==> config.mk <==
export PLATFORM = sky130hd
export DESIGN_NAME = scroll_register_bank
export DESIGN_NICKNAME = d
export VERILOG_FILES = /design/src/rtl/scroll_register_bank.sv
export SDC_FILE = /design/constraint.sdc
export NUM_CORES = 1
export LEC_CHECK = 0
export BUFFER_PORTS_ARGS = -buffer_cell sky130_fd_sc_hd__buf_2
export CORE_UTILIZATION = 31
export DETAILED_ROUTE_END_ITERATION = 7
export GPL_TIMING_DRIVEN = 0
export SETUP_SLACK_MARGIN = 0.05
export SLEW_MARGIN = 5
export SYNTH_ARGS = -nofsm -noshare
export SYNTH_HDL_FRONTEND = slang
export SYNTH_SLANG_ARGS = --single-unit
==> constraint.sdc <==
create_clock -name CLK_6M -period 2.1 [get_ports CLK_6M]
set_input_delay 0.315 -clock CLK_6M [delete_from_list [all_inputs] [get_ports CLK_6M]]
set_output_delay 0.315 -clock CLK_6M [all_outputs]
set_load 0.03 [all_outputs]
==> src/rtl/scroll_register_bank.sv <==
// Bus-decoded scroll X/Y and priority registers for four tilemap layers.
// Define SCROLL_DBUF_EN to double-buffer through shadow registers committed on VBLANK entry.
module scroll_register_bank #(
    parameter logic [8:0] X_OFFSET  = 9'd0,
    parameter logic [2:0] PRI_RESET = 3'd0
) (
    input  logic        CLK_6M,
    input  logic        nRESET,
    input  logic        CLK_2H,
    input  logic        nVBLANK,
    input  logic [12:0] A,
    input  logic [7:0]  D,
    input  logic        nWE,
    input  logic        nSCROLL0,
    input  logic        nSCROLL1,
    output logic [35:0] SCRX,
    output logic [31:0] SCRY,
    output logic [11:0] PRI,
    output logic        UPDATED
);

    logic       wq;
    logic       commit;
    logic [1:0] layer;
    logic       wq_d_q, wq_d_d;
    logic       updated_q, updated_d;

    logic [8:0] act_x_q [4];
    logic [8:0] act_x_d [4];
    logic [7:0] act_y_q [4];
    logic [7:0] act_y_d [4];
    logic [2:0] act_pri_q [4];
    logic [2:0] act_pri_d [4];

    logic [8:0] wr_x [4];
    logic [7:0] wr_y [4];
    logic [2:0] wr_pri [4];

`ifdef SCROLL_DBUF_EN
    logic       nvblank_d_q, nvblank_d_d;
    logic       vblank_entry;
    logic [8:0] shd_x_q [4];
    logic [8:0] shd_x_d [4];
    logic [7:0] shd_y_q [4];
    logic [7:0] shd_y_d [4];
    logic [2:0] shd_pri_q [4];
    logic [2:0] shd_pri_d [4];
`endif

    // Exactly one select low qualifies a write; both low is a bus conflict and is dropped.
    always_comb begin
        wq     = CLK_2H & ~nWE & (nSCROLL0 ^ nSCROLL1);
        commit = wq & ~wq_d_q;
        layer  = {nSCROLL0, A[2]};
        wq_d_d = wq;
    end

    always_comb begin
        for (int i = 0; i < 4; i++) begin
`ifdef SCROLL_DBUF_EN
            wr_x[i]   = shd_x_q[i];
            wr_y[i]   = shd_y_q[i];
            wr_pri[i] = shd_pri_q[i];
`else
            wr_x[i]   = act_x_q[i];
            wr_y[i]   = act_y_q[i];
            wr_pri[i] = act_pri_q[i];
`endif
        end
        if (commit) begin
            case (A[1:0])
                2'b00: begin
                    wr_x[layer][8] = D[0];
                    wr_pri[layer]  = D[3:1];
                end
                2'b01:   wr_x[layer][7:0] = D;
                2'b10:   wr_y[layer]      = D;
                default: ;
            endcase
        end
    end

    // Active set is loaded from the pre-write shadow, so a colliding write waits a frame.
    always_comb begin
`ifdef SCROLL_DBUF_EN
        nvblank_d_d  = nVBLANK;
        vblank_entry = nvblank_d_q & ~nVBLANK;
        shd_x_d      = wr_x;
        shd_y_d      = wr_y;
        shd_pri_d    = wr_pri;
        act_x_d      = act_x_q;
        act_y_d      = act_y_q;
        act_pri_d    = act_pri_q;
        if (vblank_entry) begin
            act_x_d   = shd_x_q;
            act_y_d   = shd_y_q;
            act_pri_d = shd_pri_q;
        end
        updated_d = vblank_entry;
`else
        act_x_d   = wr_x;
        act_y_d   = wr_y;
        act_pri_d = wr_pri;
        updated_d = commit;
`endif
    end

    always_ff @(posedge CLK_6M or negedge nRESET) begin
        if (!nRESET) begin
            wq_d_q    <= 1'b0;
            updated_q <= 1'b0;
            for (int i = 0; i < 4; i++) begin
                act_x_q[i]   <= '0;
                act_y_q[i]   <= '0;
                act_pri_q[i] <= PRI_RESET;
            end
        end else begin
            wq_d_q    <= wq_d_d;
            updated_q <= updated_d;
            act_x_q   <= act_x_d;
            act_y_q   <= act_y_d;
            act_pri_q <= act_pri_d;
        end
    end

`ifdef SCROLL_DBUF_EN
    always_ff @(posedge CLK_6M or negedge nRESET) begin
        if (!nRESET) begin
            nvblank_d_q <= 1'b0;
            for (int i = 0; i < 4; i++) begin
                shd_x_q[i]   <= '0;
                shd_y_q[i]   <= '0;
                shd_pri_q[i] <= PRI_RESET;
            end
        end else begin
            nvblank_d_q <= nvblank_d_d;
            shd_x_q     <= shd_x_d;
            shd_y_q     <= shd_y_d;
            shd_pri_q   <= shd_pri_d;
        end
    end
`endif

    always_comb begin
        SCRX = '0;
        SCRY = '0;
        PRI  = '0;
        for (int i = 0; i < 4; i++) begin
            SCRX[9*i +: 9] = act_x_q[i] + X_OFFSET;
            SCRY[8*i +: 8] = act_y_q[i];
            PRI[3*i +: 3]  = act_pri_q[i];
        end
        UPDATED = updated_q;
    end

    logic unused_bus;
`ifdef SCROLL_DBUF_EN
    assign unused_bus = ^A[12:3];
`else
    assign unused_bus = ^{A[12:3], nVBLANK};
`endif

endmodule
After elaboration in Yosys (flattened, before gate mapping)
Cells that the tools add are included.

Reduce and logical (&&, ||, !) cells: 6. Bitwise gates (word level): 7. Eq/ne operators: 2. Magnitude comparators: 2. Muxes and demuxes: 13.

Operators with widths (number): $bwmux 36 (2); $pmux 36 s2 (1); $demux 9 s2 (2); $bwmux 32 (1); $demux 8 s2 (1); $mux 8 (2); $bwmux 12 (1); $mux 9 (1); $demux 3 s2 (1); $reduce_and 2->1 (3); $and 1x1->1 (3); $ge 3x3->1 const B (1); $lt 3x1->1 const B (1); $mux 3 (1); $not 2->3 (1); $eq 2x1->1 const B (1); $eq 2x2->1 const B (1); $logic_not 2->1 (1); $not 1->1 (2); $reduce_bool 2->1 (1); $logic_and 1x1->1 (1); $xor 1x1->1 (1).

Bits of input ports: 28. Flip-flop bits (word level): 82. Word-level logic and storage cells: 44.

Longest topological paths before layout
Gate-level depths: netlist (run 1).

Word-level depth: 7. Depth in mapped cells: 4.

Worst setup path before layout (run 1)
OpenSTA, ideal clock, no wires.

Path kind: reg2reg. From: register wq_d_q. To: register act_y_q, in the netlist SCRY[0]. Slack: 0.607 ns. Buffers on the path: 0. Cell stages (with the launch flop): 4. Required time: 1.975 ns. Arrival: 1.368 ns. Cell sequence: dfrtp_1 nor4b_4 nand3_2 mux2_2.

Cells in the longest elaborated chain, start to end: 3.

RTL lines: start: declaration (RTL line 25) `logic wq_d_q, wq_d_d;`; start signal: assignment (RTL line 118) `wq_d_q <= wq_d_d;`; $not 1->1 (RTL line 53) `commit = wq & ~wq_d_q;`; $and 1x1->1 (RTL line 53); $reduce_and 2->1 (no line); end signal: assignment (RTL line 121) `act_y_q <= act_y_d;`; end: declaration (RTL line 30) `logic [7:0] act_y_q [4];`.

No other way between the ends. A chain may end at the register's enable or synchronous reset.

Worst setup path in the final report (run 1)
From: register wq_d_q. To: register act_x_q[31] (netlist bit).

Cells in the longest elaborated chain, start to end: 3.

RTL lines: $not 1->1 (RTL line 53); $and 1x1->1 (RTL line 53); $reduce_and 2->1 (no line); end signal: assignment (RTL line 120) `act_x_q <= act_x_d;`; end: declaration (RTL line 28) `logic [8:0] act_x_q [4];`.

No other way between the ends.

==> results.cfg, run 1 <==
[run_status]
status = finished, final reports clean

[timing]
fin_crit_ns = 1.78
setup_viol = 0
timing.final.crit_share_pct = 84.9
fmaxAchievable_mhz = 561
slew_violations = 0
finalClockSkew_ns = 0.0145
slew_headroom_pct = 61.0
worstMarginPinSlew_ns = 0.584
rsz0062_at_grt = false
whs_ns = 0.229
final-hold-violation-count = 0
tns_ns = 0

[logic_synthesis]
synth.area.mux_share_pct = 28.4
synth-main-ff-cell = dfrtp_1
synth_adder_area_share_pct = 0
yosys.area_share.simple_pct = 5.40
synth_nets = 221
synth_edf_count = 0
synth_top_family_by_area = multiplexers
yosysMostFrequentCell = dfrtp_1
synthArstFlopShare_pct = 100
yosysWarnings = 0
yosysSeqAreaShare_pct = 64.7
netlist_instances = 193
synth.cell_area_um2 = 3170
syn_area_per_cell_um2 = 16.4
synth_commonest_cells = dfrtp_1, mux2_2, nand3_2
synth_compound_area_share_pct = 0.315
synthTopCellsByArea = dfrtp_1, mux2_2, nand3_2
yosysTopAreaCellShare_pct = 64.7
synth-seq-cells = 82
synth_cell_types = 13
synth_top_cell_by_area = dfrtp_1
synth_xor_area_share_pct = 0

[clocking]
cts_resized = 0
clk_pin_slew_ns = 0.09
cts_buffers = 9
htree_num_levels = 3
cts.sink_count = 82
clock_path_buffers = 2
root_buffer = clkbuf_8
clock_latency_ns = 0.34
tritoncts = yes

[power]
static-leakage-power_nw = 2.19
power.density_nw_per_um2 = 965
ir_drop_mv = 0.340

[placed_design]
dpl_cell_area_um2 = 3850
place_congestion = 0.651
io_buffers = 97
dpl.hpwl_um = 5030
place_inst = 424

[grt]
grt_pass1_wl_um = 10800
grt_pass1_vias = 2005
overflow = 0
grt_max_degree = 46
grt_antenna_before_repair = 0
grtUsageTotal_pct = 14.1

[route]
antenna_left = 0
routedWlPerCell_um = 16.0
drt-total-wl_um = 7060
num_vias = 1991
via_per_inst = 4.51
drc = 0
drt_first_pass_iters = 4
initialDrtViolationCount = 14

[critical_path]
crit_required_ns = 2.33
worstPathMaxFanout = 8
worst-r2r-setup-slack_ns = 0.32
rr_startpoint = wq_d_q
end_kind = flop
reg2reg_depth = 3
r2r_end = act_x_q[31]
start_kind = flop
crit_start = wq_d_q
critical_path_class = flop to flop
arrival_ns = 2.01

[die]
pin_count = 109
start_util_pct = 32.2
row_count = 36
dieArea_um2 = 10600
die_w_um = 103
die_h_um = 103
core_area_um2 = 9860

[finish]
finalNonFillerCells = 441
areaGrowthSynthToFinish_pct = 28.0
drive_above_1_share_pct = 66.2
design_area_um2 = 4060
nNetsFinal = 331
diodes = 0

[hold_path]
hold_depth = 2
whs_endpoint = PRI[6]
min-delay-start = D[1]
hp-class = primary input to flop

[job]
maxCapViolCount = 0
-- worst max-delay path, cell delays in order (launching register included) --
cell     delay (ns)
dfrtp_1        0.42
nor4b_4        0.47
nand3_2        0.39
mux2_2         0.39
-- how the worst max path moves through the flow --
stage                       end  slack, ns  cells past startpoint
floorplan               SCRY[0]       0.61                      3
global placement       SCRY[22]       0.11                      1
detailed placement  act_x_q[31]       0.23                      4
CTS                 act_x_q[31]       0.26                      3
global route        act_x_q[29]       0.20                      3
finish              act_x_q[31]       0.32                      3
-- final cells by class --
| cell class | instances | area (um2) |
|---|---|---|
| flip-flops and latches | 82 | 2050 |
| multi-input cells | 101 | 1080 |
| repair buffers | 99 | 518 |
| fillers | 944 | 5800 |
| clock buffers | 11 | 141 |
| well taps | 133 | 166 |
| plain buffers | 9 | 35.0 |
| inverters | 1 | 3.75 |
| clock inverters | 5 | 63.8 |
-- cells by family after synthesis --
kind of cell,after synthesis
AND/OR/NAND/NOR,20
buffers and inverters,10
multiplexers,80
flip-flops,82
AO/OA/AOI/OAI,1
-- flip-flops by register name, summed over array words and instances, names as in the netlist --
register  flops
wq_d_q        1
SCRY         32
UPDATED       1
PRI          12
act_x_q      36
-- placed cells by master (no fill, tap or decap), types with 2 or more instances in the layout --
cell / count
buf_2: 97
mux2_2: 80
clkbuf_1: 7
nand3_2: 8
buf_1: 2
dfrtp_1: 82
clkbuf_8: 10
nand3_1: 4
nor2b_1: 5
clkinv_4: 3
-- where the power goes --
part / leakage (nW) / total, W / switching (W) / internal, W
logic: 0.999 / 0.000911 / 0.000608 / 0.000302
clock network: 0.0997 / 0.00115 / 0.000557 / 0.000589
registers: 1.10 / 0.00187 / 0.0000909 / 0.00177
-- layer usage --
layer	GRT usage (%)	vias up	routed length (um)
li1	-	906	-
met1	18.0	1018	3070
met2	23.0	59	3500
met3	3.16	8	398
met4	6.18	0	94
met5	0	-	0
-- metrics by stage --
| step | worst slack [ns] | power (W) | utilization, % |
|---|---|---|---|
| after floorplan | 0.607 | 0.00250 | - |
| after global placement | 0.106 | 0.00280 | 38.8 |
| after detailed placement | 0.226 | 0.00282 | 39.0 |
| after CTS | 0.264 | 0.00399 | 41.2 |
| after global routing | 0.202 | 0.00412 | 41.2 |
| final | 0.318 | 0.00392 | 41.2 |
-- timing repair --
| item | in CTS | in global routing |
|---|---|---|
| hold buffers | 1 | 0 |
| endpoints found under the setup margin | 0 | 0 |
| hold endpoints to repair | 37 | 0 |
| setup buffers | 0 | 0 |
Power figures use the tool's default switching activity.
==> inputs of run 2 (changes only) <==
- clock period: 2.1 -> 1.8 ns (I/O delays scaled with it)
==> run 2 against run 1 <==
Via count grew 0.50%. Register-to-register slack worse by 0.18 ns. Largest cell class unchanged. Critical path type unchanged. Total power increased by 17%.
==> results.cfg, run 2 (synthesized netlist as in run 1, its figures left out) <==
[hold_path]
whs_endpoint = PRI[6]
hp-class = primary input to flop
min-delay-start = D[1]
hold_depth = 2

[timing]
slew_headroom_pct = 61.0
fin_crit_ns = 1.66
rsz0062_at_grt = false
timing.final.crit_share_pct = 92.5
slew_violations = 0
tns_ns = 0
setup_viol = 0
finalClockSkew_ns = 0.0142
final-hold-violation-count = 0
fmaxAchievable_mhz = 601
worstMarginPinSlew_ns = 0.585
whs_ns = 0.187

[clocking]
clock_path_buffers = 2
cts_buffers = 9
tritoncts = yes
clock_latency_ns = 0.34
cts.sink_count = 82
root_buffer = clkbuf_8
htree_num_levels = 3
clk_pin_slew_ns = 0.09

[critical_path]
crit_path_top_delay_cell = dfrtp_1
crit_required_ns = 2.02
cp.buffers_inverters = 1
r2r_end = SCRY[0]
end_kind = flop
worstPathMaxFanout = 8
critical_path_class = flop to flop
max_stage_delay_ns = 0.43
arrival_ns = 1.89
cp_top_family = simple AND/OR/NAND/NOR gates
rr_startpoint = wq_d_q
crit_chain = nor4b_4 > buf_4 > nand3_2 > mux2_2
start_kind = flop
reg2reg_depth = 4
worst-r2r-setup-slack_ns = 0.14

[finish]
layout_commonest_cell = buf_2
diodes = 0
areaGrowthSynthToFinish_pct = 29.0
multi_input_area_um2 = 1100
post-route-util_pct = 41.5
ff_latch_area_um2 = 2050
drive_above_1_share_pct = 66.5
nNetsFinal = 333
finalNonFillerCells = 443
max_flop_register = act_x_q
largest_reg_flops = 36
final_cell_mix = buf_2, dfrtp_1, mux2_2, clkbuf_8, clkbuf_1
fill_cells = 944

[route]
drt-total-wl_um = 7120
via_per_inst = 4.52
num_vias = 2001
initialDrtViolationCount = 14
drc = 0
drt_first_pass_iters = 4
antenna_left = 0
routedWlPerCell_um = 16.1

[grt]
grtUsageTotal_pct = 14.1
grt_antenna_before_repair = 0
grt_max_degree = 46
grt_pass1_vias = 2005
overflow = 0
grt_pass1_wl_um = 10800

[run_status]
status = finished, final reports clean

[die]
die_w_um = 103
die_h_um = 103
core_area_um2 = 9860
dieArea_um2 = 10600
row_count = 36
start_util_pct = 32.2
pin_count = 109

[power]
power.density_nw_per_um2 = 1120
ir_drop_mv = 0.396
static-leakage-power_nw = 2.20

[placed_design]
place_congestion = 0.651
dpl.hpwl_um = 5030
io_buffers = 97
place_inst = 424

[job]
maxCapViolCount = 0
==> run 2: stage by stage <==
stage / setup slack [ns] / power (W) / area, um2
6_report: 0.135 / 0.00458 / 4090
5_1_grt: 0.0602 / 0.00481 / 4090
4_1_cts: -0.0363 / 0.00465 / 4060
3_5_place_dp: -0.0286 / 0.00329 / 3850
3_3_place_gp: -0.149 / 0.00326 / 3820
2_1_floorplan: 0.307 / 0.00291 / 3170
==> run 2: cell type report <==
class | count | share of cell area [%]
multi-input cells | 101 | 26.8
inverters | 1 | 0.0917
flip-flops and latches | 82 | 50.1
well taps | 133 | 4.07
plain buffers | 9 | 0.856
repair buffers | 101 | 13.0
clock buffers | 11 | 3.45
clock inverters | 5 | 1.56
==> run 2: worst max path at each step <==
stage                start     endpoint  slack (ns)  depth (start not counted)
finish              wq_d_q      SCRY[0]        0.14                          4
global route        wq_d_q      SCRY[0]        0.06                          4
CTS                 wq_d_q  act_x_q[31]       -0.04                          3
detailed placement     nWE  act_x_q[31]       -0.03                          4
global placement    nRESET     SCRY[22]       -0.15                          1
floorplan           wq_d_q      SCRY[0]        0.31                          3
==> run 2: power by group <==
group / leakage (nW) / internal, W / total [W] / switching, W
Combinational: 1.01 / 0.000355 / 0.00107 / 0.000713
Sequential: 1.10 / 0.00207 / 0.00218 / 0.000106
Clock: 0.0997 / 0.000687 / 0.00134 / 0.000652
==> run 2: layer usage <==
metal	GRT usage, %	wire, um	up-vias
met5	0	0	-
met4	6.18	94	0
met3	3.16	398	8
met2	23.0	3530	59
met1	18.0	3100	1022
li1	-	-	912
==> run 2: what timing repair did <==
action,4_1_cts,5_1_grt
buffers inserted,0,2
gates resized for setup,0,2
endpoints found under the hold margin,37,0
setup endpoints to repair,16,32
gates cloned,0,0
hold buffers,1,0
pin swaps,0,1
